### src/rtl/mem_port_arbiter.sv
// rtl/mem_port_arbiter.sv - two-port round-robin memory command arbiter with watchdog abort
// Ports:
//   clk, rst                 : clock; synchronous active-high reset
//   reqN_valid/rw/addr/wdata : command from requester N (N=0 data cache, N=1 I/O master)
//   reqN_ready/rdata         : one-cycle completion pulse and read data to requester N
//   mem_valid/rw/addr/wdata  : registered command to the memory controller
//   mem_rdata/mem_ready      : read data and one-cycle completion pulse from the memory side
//   grant                    : index of the current/last granted requester
//   busy                     : a command is outstanding on the memory side
//   timeout_err              : sticky flag, set whenever the watchdog aborts a command
module mem_port_arbiter #(
  parameter int          TIMEOUT_CYCLES = 1024,
  parameter logic [31:0] ABORT_RDATA    = 32'hDEADBEEF
) (
  input  logic        clk,
  input  logic        rst,
  input  logic        req0_valid,
  input  logic        req0_rw,
  input  logic [27:0] req0_addr,
  input  logic [31:0] req0_wdata,
  output logic        req0_ready,
  output logic [31:0] req0_rdata,
  input  logic        req1_valid,
  input  logic        req1_rw,
  input  logic [27:0] req1_addr,
  input  logic [31:0] req1_wdata,
  output logic        req1_ready,
  output logic [31:0] req1_rdata,
  output logic        mem_valid,
  output logic        mem_rw,
  output logic [27:0] mem_addr,
  output logic [31:0] mem_wdata,
  input  logic [31:0] mem_rdata,
  input  logic        mem_ready,
  output logic        grant,
  output logic        busy,
  output logic        timeout_err
);

  localparam int CW = $clog2(TIMEOUT_CYCLES + 1);
  // The abort decision is made in the last waiting cycle so that the
  // registered abort pulse lands exactly TIMEOUT_CYCLES after mem_valid rose.
  localparam logic [CW-1:0] LAST_WAIT = CW'(TIMEOUT_CYCLES - 1);

  localparam logic [1:0] S_IDLE = 2'd0;
  localparam logic [1:0] S_BUSY = 2'd1;
  localparam logic [1:0] S_GAP  = 2'd2;

  logic [1:0]    state_q, state_d;
  logic          grant_q, grant_d;
  logic          last_grant_q, last_grant_d;
  logic          mem_valid_q, mem_valid_d;
  logic          mem_rw_q, mem_rw_d;
  logic [27:0]   mem_addr_q, mem_addr_d;
  logic [31:0]   mem_wdata_q, mem_wdata_d;
  logic [CW-1:0] wd_cnt_q, wd_cnt_d;
  logic          abort_q, abort_d;
  logic          timeout_err_q, timeout_err_d;
  logic          pick;

  always_comb begin
    state_d       = state_q;
    grant_d       = grant_q;
    last_grant_d  = last_grant_q;
    mem_valid_d   = mem_valid_q;
    mem_rw_d      = mem_rw_q;
    mem_addr_d    = mem_addr_q;
    mem_wdata_d   = mem_wdata_q;
    wd_cnt_d      = wd_cnt_q;
    abort_d       = 1'b0;
    timeout_err_d = timeout_err_q;
    // Port 1 wins when it is the only one asking, or on a tie when port 0 went last.
    pick          = req1_valid & (~req0_valid | ~last_grant_q);

    case (state_q)
      S_IDLE: begin
        if (req0_valid | req1_valid) begin
          grant_d      = pick;
          last_grant_d = pick;
          mem_valid_d  = 1'b1;
          mem_rw_d     = pick ? req1_rw    : req0_rw;
          mem_addr_d   = pick ? req1_addr  : req0_addr;
          mem_wdata_d  = pick ? req1_wdata : req0_wdata;
          wd_cnt_d     = '0;
          state_d      = S_BUSY;
        end
      end
      S_BUSY: begin
        // A completion arriving on the last waiting cycle still wins over the abort.
        if (mem_ready) begin
          mem_valid_d = 1'b0;
          state_d     = S_GAP;
        end else if (wd_cnt_q == LAST_WAIT) begin
          mem_valid_d   = 1'b0;
          abort_d       = 1'b1;
          timeout_err_d = 1'b1;
          state_d       = S_GAP;
        end else begin
          wd_cnt_d = wd_cnt_q + 1'b1;
        end
      end
      S_GAP: begin
        state_d = S_IDLE;
      end
      default: begin
        state_d = S_IDLE;
      end
    endcase
  end

  always_ff @(posedge clk) begin
    if (rst) begin
      state_q       <= S_IDLE;
      grant_q       <= 1'b0;
      last_grant_q  <= 1'b1;
      mem_valid_q   <= 1'b0;
      mem_rw_q      <= 1'b0;
      mem_addr_q    <= '0;
      mem_wdata_q   <= '0;
      wd_cnt_q      <= '0;
      abort_q       <= 1'b0;
      timeout_err_q <= 1'b0;
    end else begin
      state_q       <= state_d;
      grant_q       <= grant_d;
      last_grant_q  <= last_grant_d;
      mem_valid_q   <= mem_valid_d;
      mem_rw_q      <= mem_rw_d;
      mem_addr_q    <= mem_addr_d;
      mem_wdata_q   <= mem_wdata_d;
      wd_cnt_q      <= wd_cnt_d;
      abort_q       <= abort_d;
      timeout_err_q <= timeout_err_d;
    end
  end

  // Completion is either the live mem_ready in BUSY or the registered abort
  // pulse (which only ever occurs in GAP, so the two never overlap).
  logic        done_now;
  logic        resp_valid;
  logic [31:0] resp_data;

  assign done_now   = (state_q == S_BUSY) & mem_ready;
  assign resp_valid = ~rst & (done_now | abort_q);
  assign resp_data  = done_now ? mem_rdata : ABORT_RDATA;

  assign req0_ready  = resp_valid & ~grant_q;
  assign req1_ready  = resp_valid & grant_q;
  assign req0_rdata  = req0_ready ? resp_data : 32'd0;
  assign req1_rdata  = req1_ready ? resp_data : 32'd0;

  assign mem_valid   = mem_valid_q;
  assign mem_rw      = mem_rw_q;
  assign mem_addr    = mem_addr_q;
  assign mem_wdata   = mem_wdata_q;
  assign grant       = grant_q;
  assign busy        = (state_q == S_BUSY);
  assign timeout_err = timeout_err_q;

endmodule

### config.mk
export PLATFORM = sky130hd
export DESIGN_NAME = mem_port_arbiter
export DESIGN_NICKNAME = d
export VERILOG_FILES = /design/src/rtl/mem_port_arbiter.sv
export SDC_FILE = /design/constraint.sdc
export NUM_CORES = 1
export LEC_CHECK = 0
export ABC_AREA = 1
export BUFFER_PORTS_ARGS = -buffer_cell sky130_fd_sc_hd__buf_2
export CAP_MARGIN = 10
export CORE_AREA = 2 2 112 114
export CTS_CLUSTER_SIZE = 24
export DETAILED_ROUTE_END_ITERATION = 8
export DIE_AREA = 0 0 114 116
export GPL_ROUTABILITY_DRIVEN = 0
export MAX_ROUTING_LAYER = met4
export PLACE_DENSITY_LB_ADDON = 0.1
export SYNTH_ARGS = -nofsm -noshare
export SYNTH_HDL_FRONTEND = slang
export SYNTH_SLANG_ARGS = --single-unit
### constraint.sdc
create_clock -name clk -period 1.4 [get_ports clk]
set_input_delay 0.07 -clock clk [delete_from_list [all_inputs] [get_ports clk]]
set_output_delay 0.07 -clock clk [all_outputs]
set_load 0.01 [all_outputs]
# Word-level counts from Yosys, hierarchy flattened
# Cells that the tools add are included.
# totals
inputBits	159
reg_bits	79
output_inout_bits	131
# classes
reduce_logical	8
n_addsub	1
eq_ne	6
mux	19
bitwise_logic	14
# op_table
op	n
32-bit 2-to-1 mux	4
11-bit 2-to-1 mux	3
28-bit 2-to-1 mux	1
11-bit one-hot mux with 2 select lines	1
11-bit by 1-bit adder with 11-bit output (second input constant)	1
11-bit by 10-bit == test with 1-bit output (second input constant)	1
2-bit 2-to-1 mux	3
2-bit inequality test (second input constant)	3
1-bit NOT	6
3-bit AND reduction	2
1-bit AND	5
1-bit 2-to-1 mux	5
2-bit one-hot mux with 2 select lines	1
2-bit AND reduction	2
4-bit AND reduction	1
3-bit by 2-bit inequality test with 1-bit output (second input constant)	1
1-bit bitwise OR	3
3-bit OR reduction	1
2-bit by 1-bit == test with 1-bit output (second input constant)	1
2-bit zero test	1
1-bit one-hot mux with 2 select lines	1
2-bit nonzero test	1

# Depth between registers and ports, before layout
# logic_depth
word_depth	6
mapped_depth	9

# Worst setup path after synthesis
# Ideal clock, no wire load.
# synth_timing
path_kind	register to register
start	register wd_cnt_q[0]
end	register wd_cnt_q[5]
setup_slack_ns	-0.080
t_arrival_ns	1.366
required_ns	1.286
path_buffers	1
path_stages_with_launch	10
path_cell_list	dfxtp_1 > ha_1 > nand2_1 > nor2_1 > nand3_1 > nand2_2 > nand2_4 > buf_6 > a21oi_1 > nor2_1
# synth_between
elab_chain_len	4
# synth_lines
element	line	text
from (decl)	56	logic [CW-1:0] wd_cnt_q, wd_cnt_d;
from (signal assigned)	131	wd_cnt_q <= wd_cnt_d;
11-bit by 1-bit adder with 11-bit output	99	wd_cnt_d = wd_cnt_q + 1'b1;
11-bit 2-to-1 mux	93	end else if (wd_cnt_q == LAST_WAIT) begin
11-bit 2-to-1 mux	90	if (mem_ready) begin
11-bit one-hot mux with 2 select lines	75	case (state_q)
# Parallel ways exist; a longest one is shown, timed or not. The select of a mux whose other input is x is not followed.
# A chain may end at the register's enable or synchronous reset.

# Final worst setup path
# layout_timing
start	register state_q[0]
end	output port req1_rdata[28]
# layout_between
elab_chain_len	6
# layout_lines
element	line	text
from (decl)	49	logic [1:0] state_q, state_d;
from (signal assigned)	124	state_q <= state_d;
2-bit by 1-bit == test with 1-bit output (*)	143	assign done_now = (state_q == S_BUSY) & mem_ready;
1-bit AND (*)	143	
1-bit bitwise OR	144	assign resp_valid = ~rst & (done_now | abort_q);
1-bit AND	144	
1-bit AND	148	assign req1_ready = resp_valid & grant_q;
32-bit 2-to-1 mux (*)	150	assign req1_rdata = req1_ready ? resp_data : 32'd0;
to (decl)	28	output logic [31:0] req1_rdata,
# Mark *: on every way between the ends. The rest lies on a longest branch, timed or not.

==> out/metrics.yaml <==
status:
  outcome: "finished, violations left"
  violations: "negative setup slack"
setup_path:
  startpoint: "state_q[0]"
  cp_data_arrival_time_ns: 1.73
  required_ns: 1.33
  max_stage_delay_ns: 0.34
  cp_max_fo: 12
  cp_cell_sequence: "inv_2 -> nor2_2 -> buf_4 -> nand2_4 -> clkinv_4 -> o21a_4 -> nand2_8 -> buf_16 -> a21oi_2 -> buf_2"
  r2r-start: "state_q[0]"
  cp_num_buf_inv: 5
  startpoint_type: "flop"
  r2r_cells: 9
  cp-end-kind: "output port"
  cp_slowest_cell: "dfxtp_2"
  timing.rr.end: "mem_addr[1]"
  criticalPathCategory: "reg -> out"
  crit_family: "buffers and inverters"
  ff2ff_setup_slack_ns: -0.33
finish:
  nets: 1177
  areaGrowthSynthToFinish_pct: 107
  drive_gt1_share_pct: 52.1
  mostFrequentLayoutCells: "284 x buf_2, 152 x nand2_1, 101 x dlygate4sd3_1, 75 x dfxtp_1, 49 x a21oi_2"
  final_common_cell: "buf_2"
  fillers: 848
  stdcell_count: 1169
floorplanning:
  die_y_microns: 116
  fp.coreArea_sq_mm: 0.0119
  fp.dieArea_sq_mm: 0.0132
  io-pin-count: 290
  start_util_pct: 35.1
  rows: 40
  die_x_microns: 114
sta:
  slew_headroom_pct: 68.3
  fin_crit_sh_pct: 128
  worst_clock_skew_ns: 0.00876
  hold_viol: 0
  grt_setup_unrepaired: "yes"
  fmax_mhz: 557
  setup_viol: 143
  report.final.slew_viol_count: 0
  setup-tns-final_ns: -40.34
  tightest_slew_ns: 0.476
  min_period_ns: 1.80
  fin_ws_ns: -0.395
clock_network:
  cts.reportedPaths.clkPinSlew_ns: 0.06
  cts_sinks: 79
  cts-htree-levels: 3
  clock_latency_ns: 0.34
  ctsRootBufferMaster: "clkbuf_16"
  cts_tree: "yes"
  cts_buffers: 9
  clockBufferDepth: 2
synth:
  yosysWarnings: 0
  ys_seq_area_share_pct: 37.8
  synth_compound_area_share_pct: 27.8
  synth-simple-area-share_pct: 23.4
  synth_cell_type_count: 28
  syn_nets: 750
  synth_mux_area_share_pct: 0
  synth_area_per_cell_sq_um: 7.09
  synthesis.instances: 590
  synth_xor_area_share_pct: 0.209
  synth_top_family_by_area: "compound AO/OA/AOI/OAI gates"
  synth_area_sq_mm: 0.00418
  synth-adder-area-share_pct: 0.299
  ys_ff_latch: 79
pwr:
  cellLeakagePower_nw: 4.16
  p_clk_share_pct: 27.9
  power_density_mw_per_mm2: 907
  p_sw_mw: 2.59
  vdd_drop_max_uv: 689
  p_comb_share_pct: 37.8
  switching_share_pct: 33.0
  p_seq_share_pct: 34.3
  internal_power_mw: 5.25
detailed_routing:
  vias: 5976
  viasPerCell: 5.11
  drt_iter0_markers: 383
  antenna_left: 0
  avgRoutedWirePerCell_microns: 16.3
  drcViolationCount: 0
  drt_wl_total_microns: 19000
  first_pass_iters: 4
global_routing:
  grt_max_degree: 73
  gr-usage-all-layers_pct: 24.7
  grt_pass1_wl_microns: 25400
  grt_pass1_vias: 5378
  antenna_found_initial: 1
  gr-total-overflow: 0
placed_design:
  dp.final_hpwl_microns: 10600
  dp.cells: 1012
  portBuffers: 289
worst_hold_path:
  hold_class: "in -> reg"
  whs_path_depth: 3
  min_to: "mem_addr[24]"
  min-delay-start: "req1_addr[24]"
run:
  max_cap_viol_count: 0
## layer usage
metal,track usage (%),vias to the layer above,routed length [microns]
li1,-,2837,-
met1,28.2,2811,7410
met2,41.9,283,9850
met3,5.54,45,1270
met4,10.3,0,509
met5,-,-,0
## timing repair
| item | in CTS | in global routing |
|---|---|---|
| resized for setup | 23 | 171 |
| pin swaps | 4 | 11 |
| endpoints found under the hold margin | 55 | 2 |
| buffers inserted | 4 | 18 |
| hold buffers | 99 | 2 |
| setup endpoints to repair | 80 | 143 |
| gates cloned | 3 | 17 |
## worst min-delay path, delay by kind of cell
family | cells | cell delay, ns
simple gates | 1 | 0.06
compound gates | 1 | 0.08
buf+inv | 1 | 0.10
## kinds of logic after synthesis
logic type      Yosys count
flops                    79
simple gates            226
xor+xnor                  1
fa+ha+maj                 1
compound gates          187
buf+inv                  96
## area by class of cell
cell class                      count  area, sq um  share of cell area [%]
Clock buffer                       11          243                    2.81
Antenna cell                        1         2.50                  0.0290
Timing Repair Buffer              462         3630                    42.0
Multi-Input combinational cell    416         2780                    32.1
Clock inverter                      4         22.5                   0.261
Sequential cell                    79         1590                    18.4
Inverter                           49          198                    2.29
Tap cell                          147          184                    2.13
## stage by stage
step	cell area [sq um]	hold WS (ns)	total power, mW	util, %	worst slack, ns
3_3_place_gp	6050	0.337	4.42	50.8	-0.0527
5_1_grt	8640	0.0122	8.19	72.5	-0.475
4_1_cts	7510	0.000359	6.96	63.1	-0.388
6_report	8640	0.0149	7.83	72.5	-0.395
2_1_floorplan	4230	0.222	3.60	-	-0.0301
3_5_place_dp	6050	0.342	4.44	50.8	-0.0942
## worst max-delay path by stage
stage	slack, ns	to	cells after the start
after floorplan	-0.03	req1_rdata[14]	6
after global placement	-0.05	wd_cnt_q[0]	10
after detailed placement	-0.09	wd_cnt_q[0]	10
after CTS	-0.39	req0_rdata[7]	10
after global routing	-0.47	req1_rdata[28]	10
final	-0.40	req1_rdata[28]	10
## power groups by stage
stage | Combinational [mW] | Clock [mW] | Sequential, mW
after floorplan | 0.806 | 0 | 2.79
after global placement | 1.75 | 0 | 2.67
after detailed placement | 1.77 | 0 | 2.67
after CTS | 2.11 | 2.22 | 2.64
after global routing | 3.15 | 2.33 | 2.71
final | 2.96 | 2.19 | 2.69
## Yosys cell counts, drive strengths merged
master | number | share of area, %
clkinv | 2 | 0.21
inv | 47 | 4.2
a21oi | 58 | 10
and3 | 1 | 0.15
nor2 | 28 | 2.5
clkbuf | 28 | 2.5
a31oi | 61 | 9.1
a22oi | 1 | 0.18
dfxtp | 79 | 38
buf | 19 | 3.5
ha | 1 | 0.30
nand2 | 166 | 16
nor3b | 1 | 0.18
nor3 | 18 | 3.5
o21a | 1 | 0.21
o21ai | 66 | 7.9
xnor2 | 1 | 0.21
nand3 | 12 | 1.4
## sequential cells by signal, indices dropped and copies added (netlist names)
signal / count
mem_addr: 28
mem_rw: 1
mem_wdata: 32
grant: 1
wd_cnt_q: 11
state_q: 2
mem_valid: 1
last_grant_q: 1
abort_q: 1
timeout_err: 1
Power figures use the tool's default switching activity.
